**src/rtl/gate_pkg.sv**
```systemverilog
// gate_pkg: gate mode encodings, sweeper FSM states and the shared gate reference function
package gate_pkg;
  localparam logic [2:0] MODE_AND  = 3'd0;
  localparam logic [2:0] MODE_OR   = 3'd1;
  localparam logic [2:0] MODE_NAND = 3'd2;
  localparam logic [2:0] MODE_NOR  = 3'd3;
  localparam logic [2:0] MODE_XOR  = 3'd4;
  localparam logic [2:0] MODE_XNOR = 3'd5;
  localparam logic [2:0] MODE_BUF  = 3'd6;
  localparam logic [2:0] MODE_INV  = 3'd7;
  typedef enum logic [1:0] {ST_IDLE, ST_SETTLE, ST_SAMPLE, ST_DONE} state_t;
  function automatic logic gate_eval(input logic [15:0] v, input logic [2:0] mode, input int n);
    logic [15:0] m;
    logic a, o, x;
    m = 16'hffff >> (16 - n);
    a = &(v | ~m);
    o = |(v & m);
    x = ^(v & m);
    return mode == MODE_AND  ? a :
           mode == MODE_OR   ? o :
           mode == MODE_NAND ? ~a :
           mode == MODE_NOR  ? ~o :
           mode == MODE_XOR  ? x :
           mode == MODE_XNOR ? ~x :
           mode == MODE_BUF  ? v[0] :
           mode == MODE_INV  ? ~v[0] : 1'b0;
  endfunction
endpackage

```
**src/rtl/gate_ref_model.sv**
```systemverilog
// gate_ref_model: combinational reference output of an N_IN-input gate selected by mode
module gate_ref_model
  import gate_pkg::*;
#(
  parameter int N_IN = 3
) (
  input  logic [N_IN-1:0] vec,
  input  logic [2:0]      mode,
  output logic            ref_out
);
  assign ref_out = gate_eval(16'(vec), mode, N_IN);
endmodule

```
**src/rtl/gate_equiv_sweeper.sv**
```systemverilog
// gate_equiv_sweeper: exhaustive input sweep of an external gate, checked against a reference
module gate_equiv_sweeper
  import gate_pkg::*;
#(
  parameter int N_IN   = 3,
  parameter int SETTLE = 1
) (
  input  logic            clk,
  input  logic            rst,
  input  logic            start,
  input  logic [2:0]      mode,
  input  logic            dut_out,
  output logic [N_IN-1:0] vec,
  output logic            ref_out,
  output logic            busy,
  output logic            done,
  output logic            pass,
  output logic [N_IN:0]   err_count,
  output logic [N_IN-1:0] first_err_vec,
  output logic            first_err_valid
);
  localparam int CW = SETTLE > 1 ? $clog2(SETTLE) : 1;
  state_t          state_q, state_d;
  logic [CW-1:0]   cnt_q, cnt_d;
  logic [N_IN-1:0] vec_q, vec_d, fev_q, fev_d;
  logic [N_IN:0]   err_q, err_d;
  logic [2:0]      mode_q, mode_d;
  logic            fvalid_q, fvalid_d, done_q, done_d, pass_q, pass_d;
  logic            mis;
  gate_ref_model #(.N_IN(N_IN)) u_ref (.vec(vec_q), .mode(mode_q), .ref_out(ref_out));
  assign mis = dut_out != ref_out;
  always_comb begin
    state_d  = state_q;
    cnt_d    = cnt_q;
    vec_d    = vec_q;
    err_d    = err_q;
    fev_d    = fev_q;
    fvalid_d = fvalid_q;
    done_d   = done_q;
    pass_d   = pass_q;
    mode_d   = mode_q;
    case (state_q)
      ST_IDLE, ST_DONE: if (start) begin
        mode_d   = mode;
        vec_d    = '0;
        err_d    = '0;
        fev_d    = '0;
        fvalid_d = 1'b0;
        done_d   = 1'b0;
        pass_d   = 1'b0;
        cnt_d    = '0;
        state_d  = ST_SETTLE;
      end
      ST_SETTLE: if (cnt_q == CW'(SETTLE - 1)) state_d = ST_SAMPLE;
                 else cnt_d = cnt_q + 1'b1;
      ST_SAMPLE: begin
        if (mis) begin
          err_d = err_q + 1'b1;
          if (!fvalid_q) begin
            fev_d    = vec_q;
            fvalid_d = 1'b1;
          end
        end
        if (&vec_q) begin
          state_d = ST_DONE;
          done_d  = 1'b1;
          pass_d  = err_d == '0;
        end else begin
          vec_d   = vec_q + 1'b1;
          cnt_d   = '0;
          state_d = ST_SETTLE;
        end
      end
      default: state_d = ST_IDLE;
    endcase
  end
  always_ff @(posedge clk) begin
    if (rst) begin
      state_q  <= ST_IDLE;
      cnt_q    <= '0;
      vec_q    <= '0;
      err_q    <= '0;
      fev_q    <= '0;
      fvalid_q <= 1'b0;
      done_q   <= 1'b0;
      pass_q   <= 1'b0;
      mode_q   <= '0;
    end else begin
      state_q  <= state_d;
      cnt_q    <= cnt_d;
      vec_q    <= vec_d;
      err_q    <= err_d;
      fev_q    <= fev_d;
      fvalid_q <= fvalid_d;
      done_q   <= done_d;
      pass_q   <= pass_d;
      mode_q   <= mode_d;
    end
  end
  assign vec             = vec_q;
  assign busy            = state_q == ST_SETTLE || state_q == ST_SAMPLE;
  assign done            = done_q;
  assign pass            = pass_q;
  assign err_count       = err_q;
  assign first_err_vec   = fev_q;
  assign first_err_valid = fvalid_q;
endmodule

```
**config.mk**
```make
export PLATFORM = sky130hd
export DESIGN_NAME = gate_equiv_sweeper
export DESIGN_NICKNAME = d
export VERILOG_FILES = /design/src/rtl/gate_pkg.sv /design/src/rtl/gate_ref_model.sv /design/src/rtl/gate_equiv_sweeper.sv
export SDC_FILE = /design/constraint.sdc
export NUM_CORES = 1
export LEC_CHECK = 0
export ABC_AREA = 1
export CORE_MARGIN = 4
export CORE_UTILIZATION = 49
export DETAILED_ROUTE_END_ITERATION = 8
export GPL_ROUTABILITY_DRIVEN = 0
export GPL_TIMING_DRIVEN = 0
export PLACE_DENSITY = 0.77
export SKIP_LAST_GASP = 1
export SLEW_MARGIN = 20
export SYNTH_ARGS = -nofsm -noshare
export SYNTH_HDL_FRONTEND = slang
export SYNTH_HIERARCHICAL = 1
export SYNTH_SLANG_ARGS = --single-unit
```
**constraint.sdc**
```tcl
create_clock -name clk -period 2.2 [get_ports clk]
set_input_delay 0.44 -clock clk [delete_from_list [all_inputs] [get_ports clk]]
set_output_delay 0.44 -clock clk [all_outputs]
set_load 0.01 [all_outputs]
```
==> results of run 1 <==
==> stage by stage <==
stage / hold slack, ns / power, mW / instances
6_report: 0.475 / 0.748 / 216
5_1_grt: 0.489 / 0.796 / 216
4_1_cts: 0.477 / 0.744 / 215
3_5_place_dp: 0.461 / 0.546 / 210
3_3_place_gp: 0.454 / 0.540 / 210
2_1_floorplan: 0.453 / 0.485 / 162
==> cell usage after synthesis <==
| cell | count |
|---|---|
| clkinv_2 | 1 |
| a31oi_1 | 1 |
| a21oi_1 | 15 |
| nand4_1 | 2 |
| dfxtp_1 | 18 |
| clkbuf_1 | 1 |
| inv_1 | 19 |
| o21ai_4 | 1 |
| nor2_1 | 16 |
| nand3_4 | 1 |
| ha_1 | 7 |
| o21ai_0 | 6 |
| nand3_1 | 10 |
| a21oi_2 | 1 |
| nor3_1 | 2 |
| inv_2 | 2 |
| o21bai_1 | 1 |
| nand2_1 | 58 |
==> sequential cells by signal (all words and copies together) (netlist names) <==
register,count
mode_q,3
pass,1
err_count,4
state_q,2
first_err_valid,1
done,1
vec,3
first_err_vec,3
==> kinds of logic after synthesis <==
logic type / Yosys count
AOI/OAI and AO/OA: 25
adders and majority gates: 7
buffers and inverters: 23
DFF: 18
and+or+nand+nor: 89
==> power breakdown <==
| part | internal, mW | switching, mW |
|---|---|---|
| clock network | 0.101 | 0.0976 |
| logic | 0.0754 | 0.123 |
| registers | 0.338 | 0.0140 |
==> final cells by class <==
type | count | area (um2) | area share, %
inverter | 22 | 83.8 | 6.01
clock buffer | 4 | 36.3 | 2.60
buffer | 1 | 3.75 | 0.269
multi-input combinational | 121 | 641 | 45.9
tap | 27 | 33.8 | 2.42
timing repair buffer | 23 | 229 | 16.4
sequential | 18 | 368 | 26.4
==> what timing repair did <==
item                                    4_1_cts  5_1_grt
setup buffers                                 1        1
endpoints found under the setup margin        5        6
endpoints found under the hold margin         0        0
pin swaps                                     0        3
gates resized for setup                       8       12
==> routing by layer <==
metal	wire, um	vias to the layer above
met1	1140	478
met4	10	0
met3	104	2
met5	0	-
met2	1150	22
li1	-	571
==> worst max-delay path, stage by stage, from the launching register on <==
cell and delay, ns:
dfxtp_4 0.38, inv_2 0.05, ha_4 0.25, inv_1 0.03, nand2_1 0.06, nand2_2 0.06
nand2_1 0.07, nand3_1 0.07, nor2_1 0.15, nand3_2 0.13, buf_6 0.14
==> worst max-delay path by stage <==
stage | startpoint | end | depth (start not counted)
after global placement | vec[0]$_SDFFE_PP0P_ | ref_out | 10
after floorplan | vec[0]$_SDFFE_PP0P_ | pass$_SDFFE_PP0P_ | 16
after detailed placement | vec[0]$_SDFFE_PP0P_ | ref_out | 8
after CTS | vec[1]$_SDFFE_PP0P_ | ref_out | 10
after global routing | vec[1]$_SDFFE_PP0P_ | pass$_SDFFE_PP0P_ | 16
final | vec[1]$_SDFFE_PP0P_ | ref_out | 10
==> impl_metrics.yaml, run 1 <==
outcome:
  status: "completed"
hold_path:
  hold_path.class: "reg2reg"
  hold-path-cell-count: 2
  min_from: "first_err_vec[2]$_SDFFE_PP0P_"
  holdPathEnd: "first_err_vec[2]$_SDFFE_PP0P_"
global_routing:
  grt_util_met3_pct: 3.27
  grt_use_total_pct: 18.3
  grt_pass1_vias: 982
  antenna_found_initial: 0
  grt_pass1_wl_um: 4010
  grt_max_degree: 11
  grt_overflow: 0
  met1_usage_pct: 23.9
  grtUsageMet2_pct: 31.3
  grt_busiest_layer: "met2"
pwr:
  p_leak_nw: 0.597
  ir_worst_vdd_mv: 0.407
  p_per_area_nw_per_um2: 536
floorplan:
  coreArea_um2: 2000
  fp-row-count: 16
  start_util_pct: 52.3
  die_h_um: 54.2
  ios: 22
  die_w_um: 54.2
  die-area_um2: 2940
clocking:
  cts_tree: "yes"
  clockBufferDepth: 2
  cts-buffers-inserted: 3
  clk_pin_slew_ns: 0.10
  clk_latency_ns: 0.28
  root_buffer: "clkbuf_4"
  clock_sinks: 18
  hold_buffers: 0
  ctsHtreeMaxLevel: 1
yosys:
  synth_top_family_by_area: "simple AND/OR/NAND/NOR gates"
  ys_top_cells_by_area: "dfxtp_1 34%, nand2_1 21%, ha_1 8.4%, a21oi_1 7.2%, inv_1 6.8%"
  synth_compound_area_share_pct: 13.7
  synth_xor_area_share_pct: 0
  synth.avg_cell_area_um2: 6.46
  synth_seq_cells: 18
  synthAdderAreaFrac_pct: 8.36
  syn-num-nets: 176
  synth_warnings: 6
  synthCells: 162
  synth.yosys.seq_area_share_pct: 34.4
  synth_top_cell_by_area: "dfxtp_1"
  syn_area_um2: 1050
  synth_simple_gate_area_share_pct: 35.1
  synth_largest_type_area_fraction_pct: 34.4
  synthMuxAreaShare_pct: 0
  synth_cell_types: 18
sta:
  setup_viol_count_final: 0
  maxSlewViolCount: 0
  fin_tns_setup_ns: 0
  tightest_slew_ns: 0.502
  clock_skew_ns: 0.00304
  layout_setup_ws_ns: 0.0969
  hold_viol: 0
  min_period_over_period_pct: 95.6
  fin_crit_ns: 2.10
  max_freq_mhz: 475
  slew_headroom_pct: 66.5
setup_path:
  worstSetupEndpointType: "output pin"
  rrSetupSlack_ns: 0.17
  crit_type: "reg2out"
  critical_path_required_ns: 1.76
  cp-start-kind: "register"
  rr_endpoint: "first_err_vec[1]$_SDFFE_PP0P_"
  cp_max_fo: 5
  worst-r2r-cell-count: 17
  r2r-start: "vec[1]$_SDFFE_PP0P_"
  worstPathArrival_ns: 1.66
route:
  initialDrtViolationCount: 41
  wire_per_inst_um: 11.1
  post-route-drc-count: 0
  firstDrtPassIters: 4
  drtAntennaViolNets: 0
  post_drt_via_cell_ratio: 4.97
  vias: 1073
  wl_um: 2410
finish:
  area_delta_synth_final_pct: 33.2
  final_nets: 204
  fillCellCount: 171
  utilization_pct: 69.7
  antenna_cells: 0
  finalInstanceArea_um2: 1400
  final_common_cell: "nand2_1"
  drive_gt1_share_pct: 12.7
  layout_common_cells: "56 x nand2_1, 19 x clkdlybuf4s50_1, 17 x inv_1, 16 x nor2_1, 16 x dfxtp_1"
placed_design:
  dp_slack_ns: -0.171
  placed_area_um2: 1290
  hpwl_um: 1780
  port_buffers: 21
job:
  cap_violations: 0
(Power assumes the default switching activity.)
==> run 2: changes to the inputs <==
Settings changed: MAX_ROUTING_LAYER set to met4, REMOVE_ABC_BUFFERS set to 1.
==> run 2 against run 1 <==
  * Setup slack improved by 0.0078 ns
  * Design area down 1.6%
  * Sequential share of layout area increased by 0.43 points
  * Clock power shrank 16%
  * Flip-flop and latch count did not move
  * Maximum frequency is 0.37% higher
  * Combinational power is essentially flat
  * Routed wire length is 3.9% higher
  * Clock skew down 0.00072 ns
  * Cell count decreased by 0.93%
  * Register-to-register slack barely moved
  * Critical path depth unchanged
==> impl_metrics.yaml, run 2 (synthesis results as in run 1) <==
outcome:
  status: "completed"
floorplan:
  die-area_um2: 2940
  die_h_um: 54.2
  start_util_pct: 52.3
  fp-row-count: 16
  die_w_um: 54.2
  coreArea_um2: 2000
  ios: 22
clocking:
  clock_sinks: 18
  root_buffer: "clkbuf_4"
  clockBufferDepth: 2
  clk_pin_slew_ns: 0.10
  ctsHtreeMaxLevel: 1
  cts_tree: "yes"
  cts-buffers-inserted: 3
  clk_latency_ns: 0.29
setup_path:
  critical_path.endpoint: "ref_out"
  r2r-start: "vec[0]$_SDFFE_PP0P_"
  path_common_cell: "nand2_1"
  crit_chain: "inv_2, ha_4, inv_1, nand2_1, nand2_1, nand2_1, nand3_1, nor2_2, nand3_2, buf_6"
  crit_buf_inv: 3
  worstPathArrival_ns: 1.66
  critical_path_required_ns: 1.76
  crit_type: "reg2out"
  worstSetupEndpointType: "output pin"
  crit_slowest_cell: "dfxtp_4"
  cp-start-kind: "register"
  worst-r2r-cell-count: 16
  cp-startpoint: "vec[0]$_SDFFE_PP0P_"
  max_stage_delay_ns: 0.37
  cp_max_fo: 4
  rrSetupSlack_ns: 0.17
  crit_cells: 10
  critPathTopFamily: "simple AND/OR/NAND/NOR gates"
  rr_endpoint: "pass$_SDFFE_PP0P_"
sta:
  fin_crit_ns: 2.10
  layout_setup_ws_ns: 0.105
  clock_skew_ns: 0.00233
  hold_viol: 0
  rsz0062_at_grt: "false"
  maxSlewViolCount: 0
  max_freq_mhz: 477
  slew_headroom_pct: 62.7
  min_period_over_period_pct: 95.2
  setup_viol_count_final: 0
  fin_tns_setup_ns: 0
  tightest_slew_ns: 0.557
hold_path:
  hold-path-cell-count: 2
  min_from: "first_err_vec[1]$_SDFFE_PP0P_"
  hold_path.class: "reg2reg"
route:
  post_drt_via_cell_ratio: 5.20
  firstDrtPassIters: 4
  initialDrtViolationCount: 28
  vias: 1113
  post-route-drc-count: 0
  drtAntennaViolNets: 0
  wl_um: 2500
  wire_per_inst_um: 11.7
finish:
  layout_common_cells: "55 x nand2_1, 19 x clkdlybuf4s50_1, 17 x inv_1, 16 x dfxtp_1, 15 x nor2_1"
  regArea_um2: 368
  final_common_cell: "nand2_1"
  multi_input_area_um2: 636
  antenna_cells: 0
  final_nets: 203
  fillCellCount: 181
  area_delta_synth_final_pct: 31.1
  largest_reg_flops: 4
  drive_gt1_share_pct: 12.8
pwr:
  p_leak_nw: 0.587
  p_per_area_nw_per_um2: 522
  power_mw: 0.717
  ir_worst_vdd_mv: 0.393
global_routing:
  grt_max_degree: 15
  grt_use_total_pct: 19.7
  grt_overflow: 0
  grtUsageMet2_pct: 32.1
  grt_busiest_layer: "met2"
  grt_pass1_vias: 989
  antenna_found_initial: 0
  grt_pass1_wl_um: 4120
  grt_util_met3_pct: 2.45
  met1_usage_pct: 24.5
job:
  cap_violations: 0
placed_design:
  dp_slack_ns: -0.200
  hpwl_um: 1810
  port_buffers: 21
[run 2: cell types whose count changed in the layout (fill, tap and decap cells not counted)]
cell      previous run  this run
clkbuf_8             1         0
nor2_1              16        15
nor3_1               1         2
nor3_2               1         0
clkbuf_1             1         0
nor2_2               0         1
nand2_2              1         3
nand2_1             56        55
nand2_4              1         0
[run 2: what timing repair did]
| action | CTS | global route |
|---|---|---|
| hold buffers | 0 | 0 |
| pin swaps | 0 | 2 |
| endpoints found under the setup margin | 7 | 7 |
| buffers inserted | 2 | 0 |
| resized for setup | 9 | 11 |
| gates cloned | 0 | 0 |
[run 2: worst register-to-register path, cell delays in order (launching register included)]
cell and delay, ns:
dfxtp_4 0.37, inv_2 0.05, ha_4 0.26, inv_1 0.03, nand2_1 0.04, nand2_1 0.07, nand2_1 0.07, nand3_1 0.07
nor2_2 0.12, nand3_2 0.13, inv_1 0.10, nand2_1 0.06, nand2_2 0.13, nand3_2 0.10, a21oi_2 0.17, nand2_1 0.07
a21oi_1 0.12
[run 2: worst min path at each step]
stage | end
final | first_err_vec[1]$_SDFFE_PP0P_
after global routing | first_err_vec[1]$_SDFFE_PP0P_
after CTS | first_err_vec[1]$_SDFFE_PP0P_
after detailed placement | first_err_vec[1]$_SDFFE_PP0P_
after global placement | first_err_vec[2]$_SDFFE_PP0P_
after floorplan | state_q[0]$_SDFFE_PP0P_
[run 2: through the flow]
step	hold slack (ns)	utilization [%]	area, um2	cells
after floorplan	0.453	-	1040	161
after global placement	0.456	64.3	1290	209
after detailed placement	0.457	64.3	1290	209
after CTS	0.473	66.6	1330	214
after global routing	0.489	68.6	1370	214
final	0.472	68.6	1370	214
[run 2: final cells by class]
| class | count | share of cell area [%] |
|---|---|---|
| inverters | 22 | 6.11 |
| clock buffers | 3 | 1.64 |
| multi-input cells | 121 | 46.3 |
| well taps | 27 | 2.46 |
| repair buffers | 23 | 16.7 |
| flip-flops and latches | 18 | 26.8 |
[run 2: power breakdown]
part / internal [mW] / switching [mW] / total [mW]
logic: 0.0747 / 0.123 / 0.198
clock network: 0.0636 / 0.103 / 0.167
registers: 0.338 / 0.0145 / 0.352
total: 0.476 / 0.241 / 0.717
[run 2: per-layer routing]
layer / vias up / share of wire, % / routed length [um]
met5: - / 0 / 0
met4: 0 / 0.56 / 14
met3: 2 / 6.2 / 156
met2: 36 / 48 / 1200
met1: 507 / 45 / 1120
li1: 568 / - / -
==> run 3: changes to the inputs <==
Settings changed: ABC_CLOCK_PERIOD_IN_PS set to 2200, CAP_MARGIN set to 5, CORE_MARGIN 4 to 1.
==> run 3 against run 2 <==
  * Clock-buffer cell count stayed put
  * Global-route usage is 3.5 points higher
  * Cell count stayed put
  * Routed wire length is 4.7% lower
  * Clock skew is 0.0023 ns higher
  * Core utilization is 1.6 points higher
  * Critical endpoint unchanged
  * Hold slack worse by 0.0022 ns
  * Sequential share of layout area is 0.34 points lower
  * Die area is 21% lower
==> impl_metrics.yaml, run 3 (synthesis results as in run 1) <==
clocking:
  clk_pin_slew_ns: 0.10
  cts_tree: "yes"
  root_buffer: "clkbuf_4"
  clk_latency_ns: 0.29
  ctsHtreeMaxLevel: 1
  cts-buffers-inserted: 3
  clock_sinks: 18
  clockBufferDepth: 2
sta:
  tightest_slew_ns: 0.523
  hold_viol: 0
  min_period_over_period_pct: 96.1
  clock_skew_ns: 0.00463
  fin_crit_ns: 2.11
  max_freq_mhz: 473
  setup_viol_count_final: 0
  fin_tns_setup_ns: 0
  holdWs_ns: 0.470
  layout_setup_ws_ns: 0.0856
  slew_headroom_pct: 65.1
  maxSlewViolCount: 0
route:
  drtAntennaViolNets: 0
  vias: 1084
  wire_per_inst_um: 11.1
  firstDrtPassIters: 4
  post-route-drc-count: 0
  post_drt_via_cell_ratio: 5.07
  wl_um: 2380
  initialDrtViolationCount: 28
floorplan:
  die-area_um2: 2330
  die_h_um: 48.2
  ios: 22
  coreArea_um2: 1980
  die_w_um: 48.2
  fp-row-count: 16
  start_util_pct: 52.8
setup_path:
  crit_slowest_cell: "dfxtp_4"
  cp-startpoint: "vec[0]$_SDFFE_PP0P_"
  path_common_cell: "nand2_1"
  crit_type: "reg2out"
  crit_chain: "inv_2, ha_4, inv_1, nand2_1, nand2_1, nand2_1, nand3_2, nor2_2, nand3_2, buf_6"
  critical_path_required_ns: 1.76
  cp-start-kind: "register"
  worstPathArrival_ns: 1.67
  worstSetupEndpointType: "output pin"
  r2r-start: "vec[0]$_SDFFE_PP0P_"
  cp_max_fo: 4
  rrSetupSlack_ns: 0.20
  critPathTopFamily: "simple AND/OR/NAND/NOR gates"
  max_stage_delay_ns: 0.36
  crit_buf_inv: 3
finish:
  fin_cells: 214
  largest_reg_flops: 4
  final_nets: 203
  drive_gt1_share_pct: 13.9
  fillCellCount: 186
  layout_common_cells: "56 x nand2_1, 20 x clkdlybuf4s50_1, 16 x inv_1, 16 x dfxtp_1, 15 x nor2_1"
  antenna_cells: 0
  area_delta_synth_final_pct: 32.7
  final_common_cell: "nand2_1"
pwr:
  internal-power_mw: 0.485
  seqPwrFrac_pct: 48.8
  power_mw: 0.724
  p_per_area_nw_per_um2: 521
  switching_share_pct: 33.1
  power_frac_clock_pct: 22.2
  power_frac_comb_pct: 29.0
  p_leak_nw: 0.582
  power_switching_mw: 0.239
  ir_worst_vdd_mv: 0.443
placed_design:
  hpwl_um: 1770
  place_inst: 209
  port_buffers: 21
  dp_slack_ns: -0.215
global_routing:
  antenna_found_initial: 0
  grt_pass1_vias: 907
  met1_usage_pct: 30.1
  grt_busiest_layer: "met2"
  grt_overflow: 0
  grt_use_total_pct: 23.2
  grtUsageMet2_pct: 35.2
  grt_pass1_wl_um: 3700
  grt_max_degree: 15
  grt_util_met3_pct: 2.59
hold_path:
  hold_path.class: "reg2reg"
  min_from: "first_err_vec[2]$_SDFFE_PP0P_"
job:
  cap_violations: 0
outcome:
  status: "completed"
run 3: changes by cell type in the layout (fill, tap and decap cells not counted):
| cell | before | now |
|---|---|---|
| nand3_1 | 8 | 7 |
| nand3_2 | 2 | 3 |
| nand2_1 | 55 | 56 |
| ha_4 | 1 | 2 |
| inv_2 | 4 | 5 |
| inv_1 | 17 | 16 |
| nand2_2 | 3 | 1 |
| ha_1 | 6 | 5 |
| clkdlybuf4s50_1 | 19 | 20 |
| nand2_4 | 0 | 1 |
| dlymetal6s2s_1 | 1 | 0 |
run 3: tightest hold or removal path: cells and delay by family (launching register included):
kind,cells,cell delay [ns]
flops,1,0.32
simple gates,1,0.06
compound gates,1,0.05
run 3: metal layers:
metal	share of wire [%]	routed length [um]
met1	47	1120
met2	45	1080
met3	3.7	88
met4	3.7	87
met5	0	0
run 3: worst paths after layout:
check	end	cells past startpoint
max reg2reg	first_err_vec[0]$_SDFFE_PP0P_	17
max	ref_out	10
min	first_err_vec[2]$_SDFFE_PP0P_	2
min reg2reg	first_err_vec[2]$_SDFFE_PP0P_	2
run 3: stage by stage:
step                      cell area (um2)  util, %
after detailed placement             1290     65.0
after floorplan                      1040        -
after global routing                 1390     70.1
final                                1390     70.1
after global placement               1290     65.0
after CTS                            1330     66.9
run 3: layout make-up:
cell class,instances,area [um2],share of cell area [%]
Multi-Input combinational cell,121,656,47.2
Sequential cell,18,368,26.5
Timing Repair Buffer,23,226,16.3
Inverter,22,83.8,6.03
Tap cell,27,33.8,2.43
Clock buffer,3,22.5,1.62
run 3: power groups by stage:
stage / registers, mW / logic (mW) / clock network, mW
after floorplan: 0.360 / 0.123 / 0
after CTS: 0.352 / 0.187 / 0.166
after global routing: 0.356 / 0.238 / 0.178
after global placement: 0.362 / 0.177 / 0
final: 0.353 / 0.210 / 0.161
after detailed placement: 0.364 / 0.185 / 0
run 3: what timing repair did:
action	CTS	global route
setup buffers	1	1
hold buffers	0	0
gates resized for setup	9	13
setup endpoints to repair	7	11
pin swaps	1	4
